[src/rtl/softmax_seq_pkg.sv]
// Shared definitions for the softmax job sequencer.
//   state_t   : sequencer FSM states
//   pass_t    : encoding driven on the 'pass' output
//   pass_of() : state -> pass encoding
//   wait_len(): length in cycles of each timed state, from the latency parameters
package softmax_seq_pkg;

  typedef enum logic [3:0] {
    S_IDLE, S_P1, S_W1, S_P2, S_W2, S_LOG, S_P3, S_W3, S_DONE
  } state_t;

  typedef enum logic [1:0] {
    PASS_IDLE = 2'd0,
    PASS_MAX  = 2'd1,
    PASS_EXP  = 2'd2,
    PASS_NORM = 2'd3
  } pass_t;

  function automatic pass_t pass_of(input state_t s);
    case (s)
      S_P1, S_W1:        pass_of = PASS_MAX;
      S_P2, S_W2, S_LOG: pass_of = PASS_EXP;
      S_P3, S_W3:        pass_of = PASS_NORM;
      default:           pass_of = PASS_IDLE;
    endcase
  endfunction

  // Wait states cover the pipeline drain between passes; LOG adds one cycle
  // so the ln output register loads after the unit's full latency.
  function automatic logic [15:0] wait_len(input state_t s, input int rd_lat,
                                           input int max_lat, input int exp_lat,
                                           input int sum_lat, input int log_lat,
                                           input int norm_lat);
    case (s)
      S_W1:    wait_len = 16'(rd_lat + max_lat);
      S_W2:    wait_len = 16'(rd_lat + exp_lat + sum_lat);
      S_LOG:   wait_len = 16'(log_lat + 1);
      S_W3:    wait_len = 16'(rd_lat + norm_lat);
      default: wait_len = 16'd1;
    endcase
  endfunction

endpackage

[src/rtl/softmax_seq_delay.sv]
// Fixed-depth delay line for a valid bit plus a data word.
//   clk      : rising-edge clock
//   flush_n  : synchronous active-low flush of all stages
//   in_vld / in_data   : stage-0 input
//   out_vld / out_data : input delayed by DEPTH cycles (DEPTH >= 1)
module softmax_seq_delay #(
  parameter int DEPTH = 1,
  parameter int W     = 10
) (
  input  logic         clk,
  input  logic         flush_n,
  input  logic         in_vld,
  input  logic [W-1:0] in_data,
  output logic         out_vld,
  output logic [W-1:0] out_data
);

  logic [DEPTH:1]        vld_pipe;
  logic [DEPTH:1][W-1:0] dat_pipe;

  always_ff @(posedge clk) begin
    if (!flush_n) begin
      vld_pipe <= '0;
      dat_pipe <= '0;
    end else begin
      vld_pipe[1] <= in_vld;
      dat_pipe[1] <= in_data;
      for (int i = 2; i <= DEPTH; i++) begin
        vld_pipe[i] <= vld_pipe[i-1];
        dat_pipe[i] <= dat_pipe[i-1];
      end
    end
  end

  assign out_vld  = vld_pipe[DEPTH];
  assign out_data = dat_pipe[DEPTH];

endmodule

[src/rtl/softmax_seq.sv]
// Three-pass softmax job sequencer: max, sub/exp/sum, normalise.
// Ports:
//   clk, reset (sync, active low)
//   start, start_addr, end_addr : job request, accepted only in IDLE
//   rd_addr, rd_en, pass        : memory read stream and current pass
//   max_en, acc_en, acc_clr, log_en, out_valid, out_addr : datapath enables
//   busy, done, err             : job status (err pulses with done on end<start)
//   perf_cycles (16b)           : busy-cycle counter, only with SOFTMAX_SEQ_PERF_EN
module softmax_seq import softmax_seq_pkg::*; #(
  parameter int ADDRSIZE = 10,
  parameter int RD_LAT   = 1,
  parameter int MAX_LAT  = 2,
  parameter int EXP_LAT  = 3,
  parameter int SUM_LAT  = 2,
  parameter int LOG_LAT  = 4,
  parameter int NORM_LAT = 3
) (
`ifdef SOFTMAX_SEQ_PERF_EN
  output logic [15:0]         perf_cycles,
`endif
  input  logic                clk,
  input  logic                reset,
  input  logic                start,
  input  logic [ADDRSIZE-1:0] start_addr,
  input  logic [ADDRSIZE-1:0] end_addr,
  output logic [ADDRSIZE-1:0] rd_addr,
  output logic                rd_en,
  output logic [1:0]          pass,
  output logic                max_en,
  output logic                acc_en,
  output logic                acc_clr,
  output logic                log_en,
  output logic                out_valid,
  output logic [ADDRSIZE-1:0] out_addr,
  output logic                busy,
  output logic                done,
  output logic                err
);

  state_t                state;
  logic [ADDRSIZE-1:0]   addr, start_q, end_q;
  logic                  err_q;
  logic [15:0]           cnt;
  logic [ADDRSIZE-1:0]   unused_max_data, unused_acc_data;

  function automatic logic [15:0] wl(input state_t s);
    wl = wait_len(s, RD_LAT, MAX_LAT, EXP_LAT, SUM_LAT, LOG_LAT, NORM_LAT) - 16'd1;
  endfunction

  // Pass exit compares against end_q before incrementing, so end=2^N-1
  // never wraps the address.
  always_ff @(posedge clk) begin
    if (!reset) begin
      state   <= S_IDLE;
      addr    <= '0;
      start_q <= '0;
      end_q   <= '0;
      err_q   <= 1'b0;
      cnt     <= '0;
    end else begin
      case (state)
        S_IDLE: if (start) begin
          start_q <= start_addr;
          end_q   <= end_addr;
          addr    <= start_addr;
          err_q   <= (end_addr < start_addr);
          state   <= (end_addr < start_addr) ? S_DONE : S_P1;
        end
        S_P1: if (addr == end_q) begin state <= S_W1; cnt <= wl(S_W1); end
              else addr <= addr + 1'b1;
        S_W1: if (cnt == '0) begin state <= S_P2; addr <= start_q; end
              else cnt <= cnt - 16'd1;
        S_P2: if (addr == end_q) begin state <= S_W2; cnt <= wl(S_W2); end
              else addr <= addr + 1'b1;
        S_W2: if (cnt == '0) begin state <= S_LOG; cnt <= wl(S_LOG); end
              else cnt <= cnt - 16'd1;
        S_LOG: if (cnt == '0) begin state <= S_P3; addr <= start_q; end
               else cnt <= cnt - 16'd1;
        S_P3: if (addr == end_q) begin state <= S_W3; cnt <= wl(S_W3); end
              else addr <= addr + 1'b1;
        S_W3: if (cnt == '0) state <= S_DONE;
              else cnt <= cnt - 16'd1;
        S_DONE: begin state <= S_IDLE; err_q <= 1'b0; end
        default: state <= S_IDLE;
      endcase
    end
  end

  assign rd_en   = (state == S_P1) || (state == S_P2) || (state == S_P3);
  assign rd_addr = addr;
  assign pass    = pass_of(state);
  assign busy    = (state != S_IDLE);
  assign done    = (state == S_DONE);
  assign err     = done && err_q;
  // First P2 beat is the only P2 cycle where addr still equals start.
  assign acc_clr = (state == S_P2) && (addr == start_q);
  assign log_en  = (state == S_LOG) && (cnt == '0);

  softmax_seq_delay #(.DEPTH(RD_LAT), .W(ADDRSIZE)) u_max_dly (
    .clk(clk), .flush_n(reset), .in_vld(state == S_P1), .in_data(addr),
    .out_vld(max_en), .out_data(unused_max_data));

  softmax_seq_delay #(.DEPTH(RD_LAT + EXP_LAT), .W(ADDRSIZE)) u_acc_dly (
    .clk(clk), .flush_n(reset), .in_vld(state == S_P2), .in_data(addr),
    .out_vld(acc_en), .out_data(unused_acc_data));

  softmax_seq_delay #(.DEPTH(RD_LAT + NORM_LAT), .W(ADDRSIZE)) u_out_dly (
    .clk(clk), .flush_n(reset), .in_vld(state == S_P3), .in_data(addr),
    .out_vld(out_valid), .out_data(out_addr));

`ifdef SOFTMAX_SEQ_PERF_EN
  always_ff @(posedge clk) begin
    if (!reset)                          perf_cycles <= '0;
    else if (state == S_IDLE && start)   perf_cycles <= '0;
    else if (busy && perf_cycles != 16'hFFFF) perf_cycles <= perf_cycles + 16'd1;
  end
`endif

endmodule

[config.mk]
export PLATFORM = sky130hd
export DESIGN_NAME = softmax_seq
export DESIGN_NICKNAME = d
export VERILOG_FILES = /design/src/rtl/softmax_seq_pkg.sv /design/src/rtl/softmax_seq_delay.sv /design/src/rtl/softmax_seq.sv
export SDC_FILE = /design/constraint.sdc
export NUM_CORES = 1
export LEC_CHECK = 0
export CAP_MARGIN = 20
export CELL_PAD_IN_SITES_DETAIL_PLACEMENT = 0
export CELL_PAD_IN_SITES_GLOBAL_PLACEMENT = 2
export CORE_MARGIN = 1
export CORE_UTILIZATION = 35
export CTS_BUF_LIST = sky130_fd_sc_hd__clkbuf_8
export DETAILED_ROUTE_END_ITERATION = 8
export PLACE_DENSITY_LB_ADDON = 0.1
export RECOVER_POWER = 25
export SKIP_CTS_REPAIR_TIMING = 1
export SLEW_MARGIN = 0
export SYNTH_ARGS = -nofsm -noshare
export SYNTH_HDL_FRONTEND = slang
export SYNTH_SLANG_ARGS = --single-unit
[constraint.sdc]
create_clock -name clk -period 2.8 [get_ports clk]
set_input_delay 0.56 -clock clk [delete_from_list [all_inputs] [get_ports clk]]
set_output_delay 0.56 -clock clk [all_outputs]
set_load 0.01 [all_outputs]
==> impl_metrics.py, run 1 <==
metrics = {
    "synth": {
        "synth_async_sr_flop_share": 0,
        "yosysSeqAreaShare": 0.422,
        "synth_cell_types": 65,
        "ys_warn_count": 0,
        "synth_nets": 584,
        "synth_edf_count": 0,
        "ys_ff_latch": 100,
        "synthesis.area_um2": 4740,
        "yosys_most_used_dff": "dfxtp_1",
        "syn_inst": 549,
        "syn_area_per_cell_um2": 8.63,
    },
    "timing": {
        "drv_slew": 0,
        "fin_skew_ns": 0.00719,
        "setup_viol": 0,
        "grt_setup_unrepaired": "no",
        "final-hold-violation-count": 0,
        "tightest_slew_ns": 0.829,
        "fmax_mhz": 378,
        "whs_ns": 0.434,
        "finalCritPeriodShare": 0.946,
        "layout_min_cycle_time_ns": 2.65,
        "timing.final.ws_setup_ns": 0.152,
        "slew_headroom": 0.447,
    },
    "finish": {
        "drive_gt1_frac": 0.124,
        "area_growth_pct": 20.4,
        "design_area_um2": 5700,
        "diodes": 0,
        "nets": 635,
        "fin_cells": 780,
    },
    "global_route": {
        "grt_pass1_wl_um": 19400,
        "grt_pass1_vias": 3607,
        "grt.total_usage": 0.178,
        "grt_remaining_overflow": 0,
        "grt_max_degree": 58,
        "antenna_found_initial": 0,
    },
    "setup_path": {
        "endpoint_kind": "output port",
        "crit_chain": "buf_4 > nand3b_1 > a21o_1 > inv_1 > clkdlybuf4s50_1",
        "r2r-start": "cnt[0]",
        "cp.required_ns": 2.24,
        "rr_worst_depth": 10,
        "critPathKind": "flop to output port",
        "critPathSlowestCell": "clkdlybuf4s50_1",
        "critPathBufInv": 3,
        "critPathTopFamily": "buffers and inverters",
        "arrival_ns": 2.09,
        "max_stage_delay_ns": 0.55,
        "crit_fanout": 13,
        "critPathCapture": "rd_en",
        "critical_path_cell_count": 5,
        "cp-start-kind": "flop",
        "cp-startpoint": "state[0]",
        "worstReg2RegEnd": "state[0]",
        "r2r_slack_ns": 0.15,
    },
    "clock_network": {
        "clk_pin_slew_ns": 0.10,
        "clockBufferDepth": 2,
        "cts_made_buffers": 9,
        "cts_tree": "yes",
        "insertion_delay_ns": 0.38,
        "cts-root-buf": "clkbuf_8",
        "clkSinkCount": 100,
        "ctsHtreeMaxLevel": 3,
    },
    "power": {
        "switching_share": 0.411,
        "p_sw_mw": 2.17,
        "ir_drop_uv": 479,
        "pwr-share-seq": 0.352,
        "p_comb_frac": 0.478,
        "clock_power_share": 0.170,
        "p_int_mw": 3.11,
        "p_per_area_nw_per_um2": 926,
        "p_leak_nw": 2.31,
    },
    "run": {
        "max_cap_violations": 0,
    },
    "floorplanning": {
        "initial_core_util": 0.358,
        "num_rows": 42,
        "ios": 54,
        "fp.dieH_um": 118,
        "dieArea_um2": 14000,
        "coreArea_um2": 13200,
        "die_x_um": 118,
    },
    "placed_design": {
        "gp_congestion": 0.770,
        "placedCellCount": 762,
        "numPortBuffers": 53,
        "place_area_um2": 5480,
        "place_hpwl_um": 8230,
        "post-place-ws_ns": -0.0640,
    },
    "routing": {
        "vias": 3853,
        "routed_wirelength_um": 11900,
        "vias_per_cell": 4.94,
        "ant_nets": 0,
        "wl_per_cell_um": 15.3,
        "drc": 0,
        "drt-initial-drc-count": 337,
        "dr.pass1.iters": 5,
    },
    "worst_hold_path": {
        "hp-class": "flop to flop",
        "min_delay_path_depth": 1,
        "holdCritStartpoint": "u_out_dly.dat_pipe[24]",
    },
    "outcome": {
        "status": "completed",
    },
}
sequential cells by signal, summed over array words and instances, names as in the netlist, 4 cells and up:
register,flops
cnt,16
state,4
end_q,10
u_out_dly.vld_pipe,4
u_out_dly.dat_pipe,30
u_acc_dly.vld_pipe,4
start_q,10
u_out_dly.out_data,10
rd_addr,10
power by group through the flow:
stage / Clock [mW] / Sequential (mW) / Combinational (mW)
3_3_place_gp: 0 / 1.89 / 2.49
3_5_place_dp: 0 / 1.89 / 2.50
2_1_floorplan: 0 / 1.86 / 1.56
6_report: 0.898 / 1.86 / 2.52
4_1_cts: 0.934 / 1.85 / 2.51
5_1_grt: 0.987 / 1.89 / 2.77
worst min-delay path by stage:
| stage | slack, ns | end |
|---|---|---|
| 2_1_floorplan | 0.41 | u_out_dly.dat_pipe[25] |
| 3_3_place_gp | 0.41 | u_out_dly.dat_pipe[25] |
| 3_5_place_dp | 0.42 | u_out_dly.dat_pipe[19] |
| 4_1_cts | 0.44 | u_out_dly.out_data[0] |
| 5_1_grt | 0.45 | u_out_dly.out_data[9] |
| 6_report | 0.43 | u_out_dly.out_data[4] |
routing by layer:
metal  track usage  part of all wire  vias up  wire, um
met4        0.0673             0.014        0       167
met5             0                 0        -         0
met2         0.261              0.44       80      5250
li1              -                 -     1982         -
met3        0.0304             0.034       10       409
met1         0.258              0.51     1781      6100
cell families after synthesis:
group | count (synthesis) | share of synthesized area
AOI/OAI and AO/OA | 126 | 0.167
xor gates and xnor gates | 22 | 0.0422
adders and majority gates | 12 | 0.0317
buffers and inverters | 66 | 0.0705
DFF | 100 | 0.422
muxes | 2 | 0.00423
and+or+nand+nor | 221 | 0.262
cells in the final DEF, fill, tap and decap left out, drive strengths merged, types with 3 or more instances in the layout:
master / count
o211ai: 4
a22oi: 4
nor3: 12
nand4: 3
a31oi: 7
clkbuf: 10
xor2: 17
and2: 49
o21a: 3
clkdlybuf4s50: 50
buf: 34
nand2: 67
ha: 12
nor2: 34
or3: 7
o21ai: 29
a221o: 5
nor3b: 4
o31ai: 4
xnor2: 5
and4: 3
a21oi: 52
nand2b: 4
inv: 20
nor4: 9
clkinv: 3
nand3: 7
dfxtp: 100
or2: 3
or4: 5
and3: 8
a211oi: 5
nand3b: 3
metrics by stage:
stage	power [mW]	TNS (ns)	utilization
CTS	5.30	-0.446	0.427
global placement	4.38	0	0.413
floorplan	3.42	0	-
finish	5.28	0	0.431
global route	5.65	0	0.431
detailed placement	4.39	-0.0640	0.413
cells in the mapped netlist (2+ instances only):
master | number | area [um2]
dfxtp_1 | 100 | 2000
nand2_1 | 67 | 251
a21oi_1 | 52 | 260
and2_1 | 48 | 300
nor2_1 | 33 | 124
clkbuf_1 | 25 | 93.8
o21ai_0 | 24 | 120
inv_1 | 17 | 63.8
xor2_1 | 16 | 140
ha_1 | 12 | 150
buf_4 | 11 | 82.6
nor3_1 | 10 | 50.1
a31oi_1 | 7 | 43.8
and3_1 | 7 | 43.8
nand3_1 | 7 | 35.0
buf_2 | 6 | 30.0
a221o_1 | 5 | 50.1
buf_6 | 5 | 56.3
nor4_1 | 5 | 31.3
o21ai_1 | 5 | 25.0
or3_1 | 5 | 31.3
xnor2_1 | 5 | 43.8
a22oi_1 | 4 | 30.0
nand2b_1 | 4 | 25.0
nor3b_1 | 4 | 30.0
o211ai_1 | 4 | 30.0
or4_1 | 4 | 30.0
a211oi_1 | 3 | 22.5
nand3b_1 | 3 | 22.5
nor4_4 | 3 | 63.8
o21a_1 | 3 | 22.5
o31ai_1 | 3 | 22.5
a21o_1 | 2 | 15.0
a221oi_1 | 2 | 17.5
and4_1 | 2 | 17.5
mux2i_1 | 2 | 20.0
nand4_1 | 2 | 12.5
o22ai_1 | 2 | 12.5
o311ai_0 | 2 | 17.5
or2_2 | 2 | 12.5
or3_4 | 2 | 22.5
layout make-up:
cell class | instances | area [um2]
fillers | 1339 | 7540
multi-input cells | 383 | 2420
flip-flops and latches | 100 | 2000
repair buffers | 88 | 808
well taps | 176 | 220
clock buffers | 9 | 124
inverters | 18 | 67.6
clock inverters | 6 | 56.3
No activity file was read; power rests on OpenSTA's default activity.
==> inputs of run 2 (changes only) <==
--- a/config.mk
+++ b/config.mk
@@ -14,6 +14,7 @@
 export DETAILED_ROUTE_END_ITERATION = 8
 export PLACE_DENSITY_LB_ADDON = 0.1
 export RECOVER_POWER = 25
+export SETUP_SLACK_MARGIN = 0.05
 export SKIP_CTS_REPAIR_TIMING = 1
 export SLEW_MARGIN = 0
 export SYNTH_ARGS = -nofsm -noshare
==> constraint.sdc (replaced) <==
create_clock -name clk -period 2.7 [get_ports clk]
set_input_delay 0.54 -clock clk [delete_from_list [all_inputs] [get_ports clk]]
set_output_delay 0.54 -clock clk [all_outputs]
set_load 0.01 [all_outputs]
==> run 2 against run 1 <==
  * Sequential share of layout area shrank 0.49 points
  * Sequential power increased by 3%
  * Die area unchanged
  * First-iteration DRC count shrank 9.2%
  * Register-to-register slack better by 0.03 ns
  * Global-route usage decreased by 0.22 points
  * Cell count rose by 0.64%
  * Design area up 1.5%
==> impl_metrics.py, run 2 (synthesis gave the netlist of run 1 again) <==
metrics = {
    "placed_design": {
        "numPortBuffers": 53,
        "place_hpwl_um": 8290,
        "gp_congestion": 0.766,
    },
    "run": {
        "max_cap_violations": 0,
    },
    "timing": {
        "fin_skew_ns": 0.0160,
        "finalCritPeriodShare": 0.932,
        "grt_setup_unrepaired": "yes",
        "drv_slew": 0,
        "fmax_mhz": 397,
        "layout_min_cycle_time_ns": 2.52,
        "setup_viol": 0,
        "slew_headroom": 0.446,
        "tightest_slew_ns": 0.831,
        "final-hold-violation-count": 0,
    },
    "setup_path": {
        "cp-start-kind": "flop",
        "endpoint_kind": "flop",
        "critPathCapture": "cnt[9]",
        "crit_chain": "inv_1 > ha_1 > nor4b_4 > and4_1 > a211oi_4 > o31ai_4 > buf_4 > or4_1 > a21oi_1",
        "arrival_ns": 2.84,
        "rr_worst_depth": 9,
        "r2r-start": "cnt[0]",
        "cp-startpoint": "cnt[0]",
        "critical_path_cell_count": 9,
        "critPathSlowestCell": "dfxtp_1",
        "crit_fanout": 8,
        "max_stage_delay_ns": 0.45,
        "critPathTopFamily": "simple AND/OR/NAND/NOR gates",
        "cp.required_ns": 3.03,
        "worstReg2RegEnd": "cnt[9]",
        "critPathKind": "flop to flop",
        "critPathBufInv": 2,
        "r2r_slack_ns": 0.18,
    },
    "routing": {
        "drt-initial-drc-count": 306,
        "drc": 0,
        "vias": 3875,
        "routed_wirelength_um": 12000,
        "dr.pass1.iters": 5,
        "wl_per_cell_um": 15.2,
        "vias_per_cell": 4.94,
        "ant_nets": 0,
    },
    "finish": {
        "top_register": "u_out_dly.dat_pipe",
        "area_growth_pct": 22.1,
        "mostFrequentLayoutCell": "dfxtp_1",
        "largest_register_ffs": 30,
        "final_util": 0.437,
        "nets": 640,
        "drive_gt1_frac": 0.136,
        "top_regs": "u_out_dly.dat_pipe (30), cnt (16)",
        "diodes": 0,
        "layout_common_cells": "98 x dfxtp_1, 67 x nand2_1, 52 x a21oi_1",
    },
    "power": {
        "ir_drop_uv": 538,
        "p_per_area_nw_per_um2": 968,
        "p_total_mw": 5.60,
        "p_leak_nw": 2.35,
    },
    "floorplanning": {
        "initial_core_util": 0.358,
        "coreArea_um2": 13200,
        "ios": 54,
        "fp.dieH_um": 118,
        "die_x_um": 118,
        "num_rows": 42,
        "dieArea_um2": 14000,
    },
    "global_route": {
        "grt.total_usage": 0.176,
        "antenna_found_initial": 0,
        "grt_pass1_vias": 3584,
        "grt_pass1_wl_um": 19000,
        "grt_remaining_overflow": 0,
        "grt_max_degree": 58,
    },
    "clock_network": {
        "cts_made_buffers": 9,
        "cts-root-buf": "clkbuf_8",
        "ctsHtreeMaxLevel": 3,
        "clk_pin_slew_ns": 0.11,
        "cts_tree": "yes",
        "insertion_delay_ns": 0.39,
        "clkSinkCount": 100,
        "clockBufferDepth": 2,
    },
    "worst_hold_path": {
        "hp-class": "flop to flop",
    },
    "outcome": {
        "status": "completed",
    },
}
==> run 2: cell count changes in the layout (fill, tap and decap cells not counted), sizes merged <==
cell / before / now
buf: 34 / 39
bufinv: 0 / 1
clkinv: 3 / 1
inv: 20 / 21
==> run 2: worst register-to-register path, stage by stage (launching register included) <==
cell and delay, ns:
dfxtp_1 0.45, inv_1 0.12, ha_1 0.22, nor4b_4 0.13, and4_1 0.28, a211oi_4 0.36, o31ai_4 0.18, buf_4 0.18
or4_1 0.39, a21oi_1 0.14
==> run 2: final cells by class <==
cell class                      count  area, um2
Multi-Input combinational cell    383       2430
Inverter                           18       71.3
Sequential cell                   100       2000
Tap cell                          176        220
Clock buffer                        9        124
Fill cell                        1374       7460
Clock inverter                      6       78.8
Timing Repair Buffer               93        858
==> run 2: worst min path at each step <==
stage                                start                     end  slack, ns  cells after the start
floorplan           u_out_dly.dat_pipe[15]  u_out_dly.dat_pipe[25]       0.41                      1
global placement    u_out_dly.dat_pipe[15]  u_out_dly.dat_pipe[25]       0.41                      1
detailed placement  u_out_dly.dat_pipe[15]  u_out_dly.dat_pipe[25]       0.41                      1
CTS                  u_out_dly.dat_pipe[1]  u_out_dly.dat_pipe[11]       0.44                      1
global route         u_out_dly.dat_pipe[1]  u_out_dly.dat_pipe[11]       0.44                      1
finish               u_out_dly.dat_pipe[1]  u_out_dly.dat_pipe[11]       0.43                      1
==> run 2: through the flow <==
stage          setup WS, ns  hold WS [ns]  setup TNS, ns  instance area (um2)  instances
2_1_floorplan         0.554         0.406              0                 4740        549
3_3_place_gp       -0.00343         0.409       -0.00343                 5530        768
3_5_place_dp         -0.143         0.415         -0.268                 5530        768
4_1_cts              -0.306         0.437         -0.546                 5740        783
5_1_grt              0.0576         0.442              0                 5790        785
6_report              0.183         0.431              0                 5790        785
==> run 2: where the power goes <==
part / switching [mW] / internal [mW]
Clock: 0.571 / 0.445
Sequential: 0.185 / 1.74
Combinational: 1.51 / 1.15
==> run 2: metal layers <==
metal	GRT usage	vias to the layer above	wire (um)
li1	-	1987	-
met1	0.244	1786	5970
met2	0.269	88	5290
met3	0.0309	14	515
met4	0.0705	0	186
met5	0	-	0
